<file path="config.mk">
export PLATFORM = sky130hd
export DESIGN_NAME = pcre_chain_engine
export DESIGN_NICKNAME = d
export VERILOG_FILES = /design/src/rtl/pcre_engine_pkg.sv /design/src/rtl/pcre_gap_counter.sv /design/src/rtl/pcre_chain_engine.sv
export SDC_FILE = /design/constraint.sdc
export NUM_CORES = 1
export LEC_CHECK = 0
export CAP_MARGIN = 20
export CORE_MARGIN = 2
export CORE_UTILIZATION = 20
export DETAILED_ROUTE_END_ITERATION = 10
export PLACE_DENSITY = 0.92
export SKIP_LAST_GASP = 1
export SYNTH_ARGS = -nofsm -noshare
export SYNTH_HDL_FRONTEND = slang
export SYNTH_SLANG_ARGS = --single-unit
</file>
<file path="constraint.sdc">
create_clock -name clk -period 1.3 [get_ports clk]
set_clock_uncertainty 0.15 [all_clocks]
set_input_delay 0.26 -clock clk [delete_from_list [all_inputs] [get_ports clk]]
set_output_delay 0.26 -clock clk [all_outputs]
set_load 0.01 [all_outputs]
</file>
<file path="src/rtl/pcre_engine_pkg.sv">
// Shared helpers for the parametrised PCRE chain engine: class-width derivation,
// CLASS_SEL slice extraction and parameter legality.
package pcre_engine_pkg;

    localparam int unsigned MAX_STATES = 64;
    localparam int unsigned MAX_SEL_W  = 64 * 16;
    localparam int unsigned GAP_LIMIT  = 1023;

    function automatic int unsigned cls_width(input int unsigned n_classes);
        return (n_classes > 1) ? $clog2(n_classes) : 1;
    endfunction

    function automatic int unsigned class_sel(input logic [MAX_SEL_W-1:0] sel,
                                              input int unsigned i,
                                              input int unsigned w);
        logic [MAX_SEL_W-1:0] sh;
        logic [15:0]          mask;
        sh   = sel >> (i * w);
        mask = 16'((32'd1 << w) - 32'd1);
        return {16'd0, sh[15:0] & mask};
    endfunction

    function automatic bit params_ok(input int unsigned n_states,
                                     input int unsigned gap_pos,
                                     input int unsigned gap_max);
        return (n_states >= 1) && (n_states <= MAX_STATES) &&
               (gap_pos <= n_states) && (gap_max <= GAP_LIMIT);
    endfunction

endpackage

</file>
<file path="src/rtl/pcre_gap_counter.sv">
// Bounded any-byte gap tracker: live while fewer than GAP_MAX gap bytes have
// been consumed since the most recent entry.
module pcre_gap_counter #(
    parameter int unsigned GAP_MAX = 0
) (
    input  logic clk,
    input  logic rst,
    input  logic en,
    input  logic enter,
    output logic live
);

    localparam int unsigned GC_W = $clog2(GAP_MAX + 1) + 1;

    logic [GC_W-1:0] gc_q, gc_d;
    logic            live_q, live_d;

    // A fresh entry restarts the count, which keeps {0,MAX} exact.
    always_comb begin
        gc_d   = gc_q;
        live_d = live_q;
        if (en) begin
            if (enter) begin
                gc_d   = GC_W'(1);
                live_d = (GAP_MAX >= 1);
            end else if (live_q) begin
                gc_d   = gc_q + GC_W'(1);
                live_d = ((32'(gc_q) + 32'd1) <= GAP_MAX);
            end
        end
    end

    always_ff @(posedge clk or posedge rst) begin
        if (rst) begin
            gc_q   <= '0;
            live_q <= 1'b0;
        end else begin
            gc_q   <= gc_d;
            live_q <= live_d;
        end
    end

    assign live = live_q;

endmodule

</file>
<file path="src/rtl/pcre_chain_engine.sv">
// One-hot NFA for a single linear PCRE chain with loops, skips, anchoring and one
// bounded gap. Match-offset capture is built only with PCRE_ENGINE_OFFSET_EN.
module pcre_chain_engine
    import pcre_engine_pkg::*;
#(
    parameter int unsigned N_STATES  = 16,
    parameter int unsigned N_CLASSES = 128,
    parameter logic [N_STATES*cls_width(N_CLASSES)-1:0] CLASS_SEL = '0,
    parameter logic [N_STATES-1:0] LOOP_MASK = '0,
    parameter logic [N_STATES-1:0] SKIP_MASK = '0,
    parameter bit          ANCHORED  = 1'b0,
    parameter int unsigned GAP_POS   = N_STATES,
    parameter int unsigned GAP_MAX   = 0,
    parameter int unsigned OFF_W     = 16
) (
    input  logic                 clk,
    input  logic                 sod,
    input  logic                 en,
    input  logic [N_CLASSES-1:0] cls,
    output logic                 busy,
    output logic                 out,
    output logic [OFF_W-1:0]     match_off
);

    localparam int unsigned          CLS_W   = cls_width(N_CLASSES);
    localparam logic [MAX_SEL_W-1:0] SEL_EXT = MAX_SEL_W'(CLASS_SEL);

    if (!params_ok(N_STATES, GAP_POS, GAP_MAX)) begin : g_bad_params
        $error("pcre_chain_engine: GAP_POS/GAP_MAX/N_STATES out of range");
    end

    logic [N_STATES-1:0] s_q, s_d, hit;
    logic                first_q, first_d;
    logic                out_q, out_d;
    logic                gap_enter, glive;

    for (genvar gi = 0; gi < N_STATES; gi++) begin : g_hit
        localparam int unsigned CI = class_sel(SEL_EXT, gi, CLS_W);
        assign hit[gi] = cls[CI];
    end

    // The running entry term walks the chain; the gap state sees entry OR glive.
    always_comb begin
        logic ent;
        logic feed;
        ent       = ANCHORED ? first_q : 1'b1;
        gap_enter = 1'b0;
        s_d       = s_q;
        for (int unsigned i = 0; i < N_STATES; i++) begin
            feed = ent;
            if (i == GAP_POS) begin
                gap_enter = ent;
                feed      = ent | glive;
            end
            if (en)
                s_d[i] = hit[i] & (feed | (LOOP_MASK[i] & s_q[i]));
            ent = s_q[i] | (SKIP_MASK[i] & feed);
        end
        first_d = en ? 1'b0 : first_q;
        out_d   = out_q | s_q[N_STATES-1];
    end

    pcre_gap_counter #(
        .GAP_MAX (GAP_MAX)
    ) u_gap (
        .clk   (clk),
        .rst   (sod),
        .en    (en),
        .enter (gap_enter),
        .live  (glive)
    );

    always_ff @(posedge clk or posedge sod) begin
        if (sod) begin
            s_q     <= '0;
            first_q <= 1'b1;
            out_q   <= 1'b0;
        end else begin
            s_q     <= s_d;
            first_q <= first_d;
            out_q   <= out_d;
        end
    end

`ifdef PCRE_ENGINE_OFFSET_EN
    logic [OFF_W-1:0] bc_q, bc_d, off_q, off_d;

    always_comb begin
        bc_d  = bc_q;
        off_d = off_q;
        if (en) begin
            if (bc_q != '1)
                bc_d = bc_q + OFF_W'(1);
            if (s_d[N_STATES-1] && !s_q[N_STATES-1] && !out_q)
                off_d = bc_q;
        end
    end

    always_ff @(posedge clk or posedge sod) begin
        if (sod) begin
            bc_q  <= '0;
            off_q <= '0;
        end else begin
            bc_q  <= bc_d;
            off_q <= off_d;
        end
    end

    assign match_off = off_q;
`else
    assign match_off = '0;
`endif

    assign busy = (|s_q) | glive;
    assign out  = out_q;

endmodule

</file>
==> parameters.txt <==
Parameter                              Value

Die
  Die area    4466 um2
  Vertical extent of the die    66.83 um
  Initial Utilization    21.25%
  IO Count    149
  Row count    22
  Core footprint    3716 um2
  Overall die width    66.83 um

Min path
  Worst min-delay path category    in -> async

Synth
  Leading post-synthesis cells by instance count    dfrtp_1 (17), buf_4 (16), a22o_1 (9), inv_1 (7)
  Cell types occupying the most area after synthesis    dfrtp_1 (54%), buf_4 (15%), a22o_1 (10%), nand3_1 (3.8%), o21ai_0 (3.8%)
  Cells after synthesis    73
  EDFF count, synth    0
  Sequential area share after synthesis    53.88%
  Library cell occupying the most area in the post-synthesis netlist    dfrtp_1
  Avg Cell Area, Syn    10.82 um2
  Proportion of register bits with asynchronous set or reset after synthesis    100.0%
  Count of state elements after synthesis    17
  Synth top area share    53.88%
  Synth unique cells    15
  YS warnings    0
  Mapped Area    789.5 um2
  Predominant post-synthesis flop cell    dfrtp_1
  Count leader, synth    dfrtp_1

Timing
  Final-report max-slew violation count    0
  Final setup TNS    -340.6 ps
  Highest attainable clock frequency    609.5 MHz
  Clock period minus worst slack    1641 ps
  Setup Viol. Count Final    1
  Final cycle utilization of the critical path    126.2%
  Setup ws final    -340.6 ps
  Setup repair after global routing missed its margin    true
  Final hold vios    0

Route
  Detailed-router iteration count before antenna repair    4
  Routed length per placed instance    9.730 um
  Vias per Instance    3.912
  Via total after detailed routing    579
  Count of antenna-violating nets left after detailed routing    0
  Remaining routing DRC violations    0
  1st-iter DRT viols    9
  WL final    1.440 mm

Global route
  Overall Global Routing Usage    7.331%
  Total grt overflow    0
  Maximum number of pins on one net before global-route repair    18
  Global routing usage on met1    8.491%
  Number of global-route vias before repair    549
  Grt peak-use layer    met2
  Met3 Usage GRT    1.520%
  Wire length of the first global-routing pass    2.428 mm
  Global Route met2 Usage    12.25%
  Number of antenna violations at the first check in global routing    0

Power and ir drop
  Pleak    0.5158 nW
  Power density over the cells    1039 nW/um2
  IR Drop Worst-Case VDD    0.6273 mV

Clocking
  Buffers from clock root to sink, at most    2
  Clock slew at the register clock pins of the worst setup and hold paths    60 ps
  Clk Latency, worst-skew pair    250 ps
  Sink Count    17
  Clock Tree Root    clkbuf_8
  CTS tree    done
  Maximum level of the CTS H-tree    1
  Total clock buffers created by CTS    3

Layout
  Nets@finish    232
  Area of all placed cells without fillers    1031 um2
  P&R area growth vs syn    30.59%
  Final standard cell utilization of the core    27.74%
  Number of inserted diodes    0
  Fraction of final layout cells sized beyond drive strength 1    33.00%

Placed design
  Cell area after placement    969.7 um2
  Placer's final routability congestion estimate    0.8421
  Buffers on Ports    5
  Post-detail-place hpwl    981.7 um

Worst setup path
  Signal arrival time at the worst endpoint    1230 ps
  Critical path endpoint category    primary output
  Highest net fanout along the worst path    2
  CP Launch Type    flop
  Path type of the worst setup path    reg -> out
  Req. time, crit path    890 ps

Run
  Number of maximum-capacitance violations    0

Status
  Violated checks    negative setup slack
  Outcome    complete, but fails checks
where the power goes:
group	internal (mW)	total, mW	switching [mW]
logic	0.0566	0.129	0.0724
registers	0.543	0.552	0.00913
clock network	0.217	0.389	0.172
total	0.817	1.07	0.254
flip-flops by register name, summed over array words and instances, names as in the netlist:
signal,flops
s_q,16
out,1
critical path, cell delays in order (launching register included):
cell	delay, ps
dfrtp_1	390
nor4_2	300
nand4_1	130
buf_2	160
per-stage QoR:
step | hold WS (ps) | setup WS [ps] | instances | power (mW)
finish | 161.1 | -340.6 | 148 | 1.071
global route | 192.0 | -418.7 | 148 | 1.125
CTS | 174.5 | -335.8 | 147 | 1.078
detailed placement | 309.5 | -430.2 | 143 | 0.6930
global placement | 302.4 | -445.1 | 143 | 0.6914
floorplan | 36.07 | 89.96 | 88 | 0.6653
final timing paths:
kind	depth (start not counted)	slack, ps	to	start
max	3	-340	busy	s_q[3]
min	3	160	s_q[6]	sod
max reg2reg	3	180	s_q[3]	s_q[3]
min reg2reg	1	320	out	out
max in group asynchronous	3	660	s_q[8]	sod
min in group clk	1	320	out	out
what timing repair did:
action / 4_1_cts / 5_1_grt
cloned: 0 / 0
setup endpoints to repair: 2 / 2
hold buffers: 0 / 0
pin swaps: 1 / 3
buffers inserted: 0 / 1
gates resized for setup: 9 / 1
per-layer routing:
layer | wire length (um) | share of wire [%]
met3 | 103 | 7.2
met5 | 0 | 0
met1 | 582 | 40
met2 | 726 | 50
met4 | 27 | 1.9
area by class of cell:
type / count / area (um2)
clock buffer: 4 / 45.04
fill: 390 / 2685
inverter: 8 / 30.03
multi-input combinational: 45 / 272.8
sequential: 17 / 425.4
tap: 48 / 60.06
timing repair buffer: 26 / 197.7
cell usage in the layout, fill, tap and decap left out:
| master | Yosys | routed |
|---|---|---|
| or2_2 | 1 | 1 |
| buf_2 | 1 | 1 |
| and2_4 | 1 | 1 |
| conb_1 | 1 | 16 |
| a21o_2 | 1 | 1 |
| inv_1 | 7 | 7 |
| clkbuf_1 | 0 | 1 |
| clkbuf_8 | 0 | 3 |
| nor4_1 | 4 | 1 |
| clkbuf_2 | 0 | 1 |
| o21ai_0 | 6 | 6 |
| nand3_1 | 6 | 6 |
| a22o_1 | 9 | 9 |
| clkdlybuf4s50_1 | 0 | 3 |
| buf_4 | 16 | 21 |
| dfrtp_1 | 17 | 17 |
| nand4_1 | 1 | 1 |
| nor4_2 | 0 | 3 |
| inv_2 | 1 | 1 |
cell families (layout without fill, tap and decap cells):
group,after synthesis,count (layout),synth area share (%)
buffers and inverters,26,38,21.08
DFF,17,17,53.88
AOI/OAI and AO/OA,16,16,14.90
and+or+nand+nor,13,13,9.668
other,1,16,0.4750
(Power assumes the default switching activity.)
